===== config.mk =====
export PLATFORM = sky130hd
export DESIGN_NAME = pll_dynamic_phase_ctrl_flat
export DESIGN_NICKNAME = d
export VERILOG_FILES = /design/src/rtl/pll_phase_pkg.sv /design/src/rtl/pll_dynamic_phase_ctrl_if.sv /design/src/rtl/pll_dynamic_phase_ctrl_sync.sv /design/src/rtl/pll_dynamic_phase_ctrl.sv /design/src/flat_wrapper.sv
export SDC_FILE = /design/constraint.sdc
export NUM_CORES = 1
export LEC_CHECK = 0
export ABC_AREA = 0
export CORE_MARGIN = 3
export CORE_UTILIZATION = 45
export DETAILED_ROUTE_END_ITERATION = 8
export PLACE_DENSITY = 0.74
export SYNTH_ARGS = -nofsm -noshare
export SYNTH_HDL_FRONTEND = slang
export SYNTH_SLANG_ARGS = --single-unit

===== constraint.sdc =====
create_clock -name clock -period 8.8 [get_ports clock]
set_clock_uncertainty 0.1 [all_clocks]
set_input_delay 1.32 -clock clock [delete_from_list [all_inputs] [get_ports clock]]
set_output_delay 1.32 -clock clock [all_outputs]
set_load 0.1 [all_outputs]

===== src/rtl/pll_phase_pkg.sv =====
// Shared types for the EHXPLLL dynamic phase controller: FSM states and PHASESEL codes.
// Latency: n/a (types and constant helpers only).
// Backpressure: n/a.
package pll_phase_pkg;

    // Controller sequencing states
    typedef enum logic [2:0] {
        IDLE    = 3'd0,
        SETUP   = 3'd1,
        STEP_LO = 3'd2,
        STEP_HI = 3'd3,
        LOAD_LO = 3'd4,
        SETTLE  = 3'd5,
        DONE    = 3'd6
    } state_t;

    // EHXPLLL PHASESEL[1:0] encodings
    localparam logic [1:0] SEL_CLKOS  = 2'b00;
    localparam logic [1:0] SEL_CLKOS2 = 2'b01;
    localparam logic [1:0] SEL_CLKOS3 = 2'b10;
    localparam logic [1:0] SEL_CLKOP  = 2'b11;

    // Width of the shared phase timer: it only ever holds CYC-1 of the longest phase
    function automatic int tmr_width(input int a, input int b, input int c, input int d);
        int m;
        m = a;
        if (b > m) m = b;
        if (c > m) m = c;
        if (d > m) m = d;
        return (m <= 2) ? 1 : $clog2(m);
    endfunction

endpackage


===== src/rtl/pll_dynamic_phase_ctrl_if.sv =====
// Request/status channel between software-facing logic and the phase controller.
// Latency: n/a (wires only).
// Backpressure: req_valid held until req_ready; requests arriving while busy are dropped.
interface pll_dynamic_phase_ctrl_if #(
    parameter int CNT_W = 8
) ();

    logic             req_valid;
    logic             req_ready;
    logic [1:0]       req_sel;
    logic             req_dir;
    logic [CNT_W-1:0] req_count;
    logic             req_load;
    logic             done;
    logic             error;
    logic             busy;

    // Requesting side
    modport master (
        output req_valid, req_sel, req_dir, req_count, req_load,
        input  req_ready, done, error, busy
    );

    // Controller side
    modport slave (
        input  req_valid, req_sel, req_dir, req_count, req_load,
        output req_ready, done, error, busy
    );

endinterface


===== src/rtl/pll_dynamic_phase_ctrl_sync.sv =====
// Two-flop synchroniser for the asynchronous PLL LOCK signal.
// Latency: 2 clock cycles from d to q.
// Backpressure: none; resets to 0 so the controller starts out treating the PLL as unlocked.
module sync_2ff (
    input  logic clock,
    input  logic reset_n,
    input  logic d,
    output logic q
);

    logic meta;

    // Shift the asynchronous input through two flops
    always_ff @(posedge clock or negedge reset_n) begin
        if (!reset_n) begin
            meta <= 1'b0;
            q    <= 1'b0;
        end else begin
            meta <= d;
            q    <= meta;
        end
    end

endmodule


===== src/rtl/pll_dynamic_phase_ctrl.sv =====
// Sequences EHXPLLL PHASESTEP / PHASELOADREG pulses and tracks a signed phase offset per PLL output.
// Latency: done in cycle 1+SETUP_CYC+N*(PULSE_CYC+GAP_CYC)+SETTLE_CYC after accept (load: PULSE_CYC instead of N pulses).
// Backpressure: req_ready only in IDLE with lock present; no queueing, requests while busy are ignored.
module pll_dynamic_phase_ctrl
    import pll_phase_pkg::*;
#(
    parameter int SETUP_CYC  = 2,
    parameter int PULSE_CYC  = 4,
    parameter int GAP_CYC    = 4,
    parameter int SETTLE_CYC = 64,
    parameter int CNT_W      = 8,
    parameter int OFF_W      = 10
) (
    input  logic                  clock,
    input  logic                  reset_n,
    input  logic                  pll_locked,
    pll_dynamic_phase_ctrl_if.slave req,
    input  logic [1:0]            offset_sel,
    output logic [OFF_W-1:0]      offset_out,
    output logic [1:0]            pll_phasesel,
    output logic                  pll_phasedir,
    output logic                  pll_phasestep,
    output logic                  pll_loadreg
);

    localparam int TMR_W = tmr_width(SETUP_CYC, PULSE_CYC, GAP_CYC, SETTLE_CYC);

    // Timer reload values: the timer counts CYC-1 down to 0, so a phase lasts CYC cycles
    localparam logic [TMR_W-1:0] T_SETUP  = TMR_W'(SETUP_CYC - 1);
    localparam logic [TMR_W-1:0] T_PULSE  = TMR_W'(PULSE_CYC - 1);
    localparam logic [TMR_W-1:0] T_GAP    = TMR_W'(GAP_CYC - 1);
    localparam logic [TMR_W-1:0] T_SETTLE = TMR_W'(SETTLE_CYC - 1);

    state_t           state;
    state_t           state_nxt;
    logic [TMR_W-1:0] tmr;
    logic [TMR_W-1:0] tmr_nxt;
    logic [CNT_W-1:0] steps_left;
    logic             lat_load;
    logic             err_q;
    logic             locked_sync;
    logic [OFF_W-1:0] offset_acc [4];

    logic             accept;
    logic             tmr_zero;
    logic             lock_lost;
    logic             step_done;
    logic             load_done;

    sync_2ff u_lock_sync (
        .clock   (clock),
        .reset_n (reset_n),
        .d       (pll_locked),
        .q       (locked_sync)
    );

    assign accept   = (state == IDLE) && locked_sync && req.req_valid;
    assign tmr_zero = (tmr == '0);

    // DONE is already on its way back to IDLE, so a lock drop there is not an abort
    assign lock_lost = (state != IDLE) && (state != DONE) && !locked_sync;

    // A low pulse only counts if it reaches its rising edge with lock still present
    assign step_done = (state == STEP_LO) && tmr_zero && !lock_lost;
    assign load_done = (state == LOAD_LO) && tmr_zero && !lock_lost;

    assign req.req_ready = (state == IDLE) && locked_sync;
    assign req.busy      = (state != IDLE);
    assign req.done      = (state == DONE);
    assign req.error     = err_q;

    assign offset_out = offset_acc[offset_sel];

    // State and phase timer registers
    always_ff @(posedge clock or negedge reset_n) begin
        if (!reset_n) begin
            state <= IDLE;
            tmr   <= '0;
        end else begin
            state <= state_nxt;
            tmr   <= tmr_nxt;
        end
    end

    // Next-state logic: each timed phase reloads the shared timer on entry
    always_comb begin
        state_nxt = state;
        tmr_nxt   = tmr_zero ? tmr : tmr - 1'b1;
        unique case (state)
            IDLE: begin
                if (accept) begin
                    state_nxt = SETUP;
                    tmr_nxt   = T_SETUP;
                end
            end
            SETUP: begin
                if (tmr_zero) begin
                    if (lat_load) begin
                        state_nxt = LOAD_LO;
                        tmr_nxt   = T_PULSE;
                    end else if (steps_left != '0) begin
                        state_nxt = STEP_LO;
                        tmr_nxt   = T_PULSE;
                    end else begin
                        state_nxt = SETTLE;
                        tmr_nxt   = T_SETTLE;
                    end
                end
            end
            STEP_LO: begin
                if (tmr_zero) begin
                    state_nxt = STEP_HI;
                    tmr_nxt   = T_GAP;
                end
            end
            STEP_HI: begin
                // steps_left was already decremented at the end of the low pulse
                if (tmr_zero) begin
                    if (steps_left == '0) begin
                        state_nxt = SETTLE;
                        tmr_nxt   = T_SETTLE;
                    end else begin
                        state_nxt = STEP_LO;
                        tmr_nxt   = T_PULSE;
                    end
                end
            end
            LOAD_LO: begin
                if (tmr_zero) begin
                    state_nxt = SETTLE;
                    tmr_nxt   = T_SETTLE;
                end
            end
            SETTLE: begin
                if (tmr_zero) begin
                    state_nxt = DONE;
                end
            end
            DONE: begin
                state_nxt = IDLE;
            end
            default: begin
                state_nxt = IDLE;
                tmr_nxt   = '0;
            end
        endcase
        if (lock_lost) begin
            state_nxt = DONE;
            tmr_nxt   = '0;
        end
    end

    // Latch the request; PHASESEL/PHASEDIR come straight from the latch and hold through IDLE
    always_ff @(posedge clock or negedge reset_n) begin
        if (!reset_n) begin
            pll_phasesel <= SEL_CLKOS;
            pll_phasedir <= 1'b1;
            lat_load     <= 1'b0;
            steps_left   <= '0;
        end else if (accept) begin
            pll_phasesel <= req.req_sel;
            pll_phasedir <= req.req_dir;
            lat_load     <= req.req_load;
            steps_left   <= req.req_count;
        end else if (step_done) begin
            steps_left   <= steps_left - 1'b1;
        end
    end

    // Pulse outputs registered from next state so the PLL pins never glitch
    always_ff @(posedge clock or negedge reset_n) begin
        if (!reset_n) begin
            pll_phasestep <= 1'b1;
            pll_loadreg   <= 1'b1;
        end else begin
            pll_phasestep <= (state_nxt != STEP_LO);
            pll_loadreg   <= (state_nxt != LOAD_LO);
        end
    end

    // Sticky lock-loss flag, cleared when the next request is taken
    always_ff @(posedge clock or negedge reset_n) begin
        if (!reset_n) begin
            err_q <= 1'b0;
        end else if (accept) begin
            err_q <= 1'b0;
        end else if (lock_lost) begin
            err_q <= 1'b1;
        end
    end

    // Per-output offset: +/-1 per completed step (wrapping), cleared by a static reload
    always_ff @(posedge clock or negedge reset_n) begin
        if (!reset_n) begin
            for (int i = 0; i < 4; i++) begin
                offset_acc[i] <= '0;
            end
        end else begin
            for (int i = 0; i < 4; i++) begin
                if (pll_phasesel == 2'(i)) begin
                    if (load_done) begin
                        offset_acc[i] <= '0;
                    end else if (step_done) begin
                        offset_acc[i] <= offset_acc[i] + (pll_phasedir ? OFF_W'(1) : {OFF_W{1'b1}});
                    end
                end
            end
        end
    end

endmodule

===== src/flat_wrapper.sv =====
// flat-port wrapper written by rule: the top's interface ports become plain ports
module pll_dynamic_phase_ctrl_flat import pll_phase_pkg::*;
#(
    parameter int SETUP_CYC  = 2,
    parameter int PULSE_CYC  = 4,
    parameter int GAP_CYC    = 4,
    parameter int SETTLE_CYC = 64,
    parameter int CNT_W      = 8,
    parameter int OFF_W      = 10
)
  (clock, reset_n, pll_locked, offset_sel, offset_out, pll_phasesel, pll_phasedir, pll_phasestep, pll_loadreg, req_req_valid, req_req_sel, req_req_dir, req_req_count, req_req_load, req_req_ready, req_done, req_error, req_busy);
  pll_dynamic_phase_ctrl_if #(.CNT_W(CNT_W)) req_i ();
  input  logic clock;
  input  logic reset_n;
  input  logic pll_locked;
  input  logic [1:0] offset_sel;
  output logic [OFF_W-1:0] offset_out;
  output logic [1:0] pll_phasesel;
  output logic pll_phasedir;
  output logic pll_phasestep;
  output logic pll_loadreg;
  input wire logic [$bits(req_i.req_valid)-1:0] req_req_valid;
  input wire logic [$bits(req_i.req_sel)-1:0] req_req_sel;
  input wire logic [$bits(req_i.req_dir)-1:0] req_req_dir;
  input wire logic [$bits(req_i.req_count)-1:0] req_req_count;
  input wire logic [$bits(req_i.req_load)-1:0] req_req_load;
  output wire logic [$bits(req_i.req_ready)-1:0] req_req_ready;
  output wire logic [$bits(req_i.done)-1:0] req_done;
  output wire logic [$bits(req_i.error)-1:0] req_error;
  output wire logic [$bits(req_i.busy)-1:0] req_busy;
  assign req_i.req_valid = req_req_valid;
  assign req_i.req_sel = req_req_sel;
  assign req_i.req_dir = req_req_dir;
  assign req_i.req_count = req_req_count;
  assign req_i.req_load = req_req_load;
  assign req_req_ready = req_i.req_ready;
  assign req_done = req_i.done;
  assign req_error = req_i.error;
  assign req_busy = req_i.busy;
  pll_dynamic_phase_ctrl #(.SETUP_CYC(SETUP_CYC), .PULSE_CYC(PULSE_CYC), .GAP_CYC(GAP_CYC), .SETTLE_CYC(SETTLE_CYC), .CNT_W(CNT_W), .OFF_W(OFF_W)) u_core (.clock(clock), .reset_n(reset_n), .pll_locked(pll_locked), .req(req_i), .offset_sel(offset_sel), .offset_out(offset_out), .pll_phasesel(pll_phasesel), .pll_phasedir(pll_phasedir), .pll_phasestep(pll_phasestep), .pll_loadreg(pll_loadreg));
endmodule

==> summary by stage <==
Critical path
Walking the worst path, the cells encountered are clkdlybuf4s50_1, mux4_2, clkdlybuf4s50_1. The critical path is of the in -> out type. The worst setup path is captured at an output port. On the critical path, the stage with the largest delay is an instance of clkdlybuf4s50_1. The capture point of the critical path is offset_out[2]. The category of cells accounting for the largest share of critical-path delay is buffers and inverters. In this run the worst path has a maximum fanout of 10. The total buffers and inverters traversed by the critical path is 2.

The kind of start point of the critical path is an input port. The endpoint required time on the critical path is between 7 and 8 ns. The endpoint identified for the worst register-to-register timing path is u_core.offset_acc[29]. The critical path crosses 3 cells after its start point. The largest stage delay on the critical path is approximately 0.98 ns. Across all register-to-register paths, the minimum setup slack is between 5 and 6 ns. The cell occurring most often along the worst timing path is clkdlybuf4s50_1. The startpoint identified for the worst register-to-register timing path is u_core.pll_phasedir. The critical path data arrival time is 3.77 ns.

Counting cells, the worst reg-to-reg path comes to 9. The most critical setup path has its startpoint at offset_sel[0].

Layout
After the flow finishes, the layout carries non-filler instances totaling around 680. The number of filler instances in the final layout is 950. The share of post-route cells with drive strength above 1 is a little under 8%. The final design utilization is between 50% and 60%. The repair_antennas step left the layout with diodes totalling 0.

In the final design database the tool counted ~600 nets. Compared with the post-synthesis result, the final layout area differs by 13.5%.

Timing
The transition at the pin with the smallest max-transition slack is roughly 1 ns. The number of pins exceeding their max-slew limit in the final report is 0. The number of hold violations in the final report is 0. The worst max-slew margin expressed relative to the limit is between 30% and 40%. Setup violations remaining at the end of the flow were counted as 0. The worst path meets setup with approximately 3.6 ns of slack. In the finished design, the share of the clock period the worst path needs comes to 59.0%. The highest clock frequency the design can meet is 193 MHz.

Setup repair after global routing left no endpoint under its margin. The setup TNS after final layout is 0 ns. After layout, the minimum clock period comes to ~5.2 ns.

Yosys
The instance count of the mapped netlist is between 500 and 600. Sequential elements use a little over a third of the synthesized area. After synthesis, the mean cell area works out to 9.26 um2.

The top-area cell type share of the netlist area is about 33%. The most instantiated flip-flop cell in the synthesis netlist is dfrtp_1. The cell accounting for the most synthesized area is dfrtp_1. The area of the mapped netlist is approximately 0.0047 mm2. The total of flip-flops plus latches after synthesis is 66. The number of flops mapped to enable cells by yosys is 0. Ranked by instance count, the synthesized netlist is headed by nand2_1, dfrtp_1, ha_1.

By area the synthesized netlist is led by dfrtp_1, ha_1, nand2_1, mux4_2, xor2_1. The number of distinct standard cells referenced by the synthesized netlist is just over 60. The net count of the mapped netlist is about 570. The leading cell type by number of instances after synthesis is nand2_1. The number of synthesis warnings is 0.

After synthesis, the share of flip-flops with an asynchronous set or reset is 100%.

Global route
The first global-routing pass estimated about 19000 um of wire. Global routing finished with a remaining overflow of 0. The number of antenna violations at the first check in global routing came to 0. Across every metal layer, demand over resource in global routing totals 20.3%. The via count of the first global-routing pass is 3889. Entering global routing, the biggest net connects 36 pins.

Clock tree
The clock insertion delay at the later pin of the skew report is between 0.3 and 0.4 ns. For this design, the CTS-stage hold fixing added 0 buffers. The clock passes through at most 2 buffers. In this run, post-CTS repair resized a total of 0 instances. The number of clock buffers inserted by TritonCTS is 9. The CTS sink count is 66. The buffer type at the clock tree root is clkbuf_8. The clock tree from TritonCTS is yes. The depth of the CTS H-tree is 3. In this run the post-CTS setup repair buffer count came out at 0.

The post-CTS clock slew at the launch and capture registers of the worst setup and hold paths is approximately 0.07 ns.

Detailed routing
The routed wirelength normalized by instance count is 16.3 um. The count of nets left with antenna violations once routing finished came out at 0. After detailed routing, the number of remaining DRC violations is 0. The via-per-instance ratio is between 5 and 6. The vias after detailed routing is 3915. The detailed-route wire length is 11100 um. For this block, the initial DRC count from the detailed router was between 200 and 250.

The first-pass iteration count of the detailed router is 4.

Place
The congestion estimate from routability-driven global placement came to 0.875. Summed over all nets, the half-perimeter wirelength after detailed placement is between 8000 and 9000 um. After detailed placement, the design holds a cell count of ~660. The pre-CTS setup slack is around 3.6 ns. Input and output buffers added on the ports amount to 36.

Die
The area enclosed by the die boundary is 0.0117 mm2. In this run the vertical extent of the chip is roughly 110 um. The area inside the core boundary is 0.0100 mm2. The effective utilization at floorplan is 47.2%. The number of I/O pins is 37. The floorplan has 36 rows. The x dimension of the die is 108 um.

Min path
The worst hold path belongs to the class reg -> reg.

Flow run
The max-cap violation count is 0.

Run status
The flow ran to the end, and the final reports show no timing, DRC or antenna violations.
registers in the layout (all words and copies together), names as in the netlist, 2 cells and up:
signal	flops
u_core.offset_acc	40
u_core.steps_left	8
u_core.tmr	6
u_core.state	3
u_core.pll_phasesel	2
worst min-delay path by stage:
stage	from	to	cells past startpoint
after CTS	u_core.u_lock_sync.meta	u_core.u_lock_sync.q	0
after global placement	u_core.u_lock_sync.meta	u_core.u_lock_sync.q	0
after floorplan	u_core.u_lock_sync.meta	u_core.u_lock_sync.q	0
final	u_core.u_lock_sync.meta	u_core.u_lock_sync.q	0
after global routing	u_core.u_lock_sync.meta	u_core.u_lock_sync.q	0
after detailed placement	u_core.u_lock_sync.meta	u_core.u_lock_sync.q	0
per-stage QoR:
stage                     cell area, um2  hold WS (ns)
after global placement              5190         0.235
after global routing                5350         0.272
after CTS                           5350         0.260
after detailed placement            5190         0.244
final                               5350         0.254
after floorplan                     4720         0.231
layer usage:
metal,wire [um],up-vias,track usage (%)
li1,-,1916,-
met1,4910,1865,26.1
met5,0,-,0
met3,659,18,3.94
met4,158,0,6.31
met2,5340,116,34.7
kinds of logic after synthesis:
logic type | after synthesis | share of synthesized area [%]
buffers and inverters | 39 | 3.24
multiplexers | 11 | 5.01
flip-flops | 66 | 35.1
AND/OR/NAND/NOR | 178 | 19.1
XOR/XNOR | 40 | 7.43
AO/OA/AOI/OAI | 136 | 19.2
adder cells (fa/ha/maj) | 39 | 11.0
final cells by class:
type                       count  area [um2]  share of cell area (%)
tap                          133         166                    3.11
multi-input combinational    404        2920                    54.5
sequential                    66        1660                    30.9
clock inverter                 3        20.0                   0.374
inverter                      21        78.8                    1.47
clock buffer                  12         135                    2.53
timing repair buffer          39         378                    7.06
cells in the final DEF (no fill, tap or decap), types with 4 or more instances in the layout:
cell type and count:
xnor2_1 16, ha_1 35, a21oi_1 22, o21ai_0 30, nand3_1 11, a31oi_1 4
o211ai_1 5, clkbuf_8 9, o22ai_1 5, nand2_1 79, a211oi_1 4, mux4_2 10
clkdlybuf4s50_1 35, inv_1 20, o31ai_1 22, a21o_1 9, o21a_1 8, dfrtp_1 63
nor2_1 27, o21bai_1 5, or4_1 6, nor3_1 7, nor2b_1 7, or3_1 6
fa_1 4, nand2b_1 10, xor2_1 24
Power is left out: the tool's default activity adds up to more than one toggle a clock period on the data nets, which glitch-free logic cannot reach.
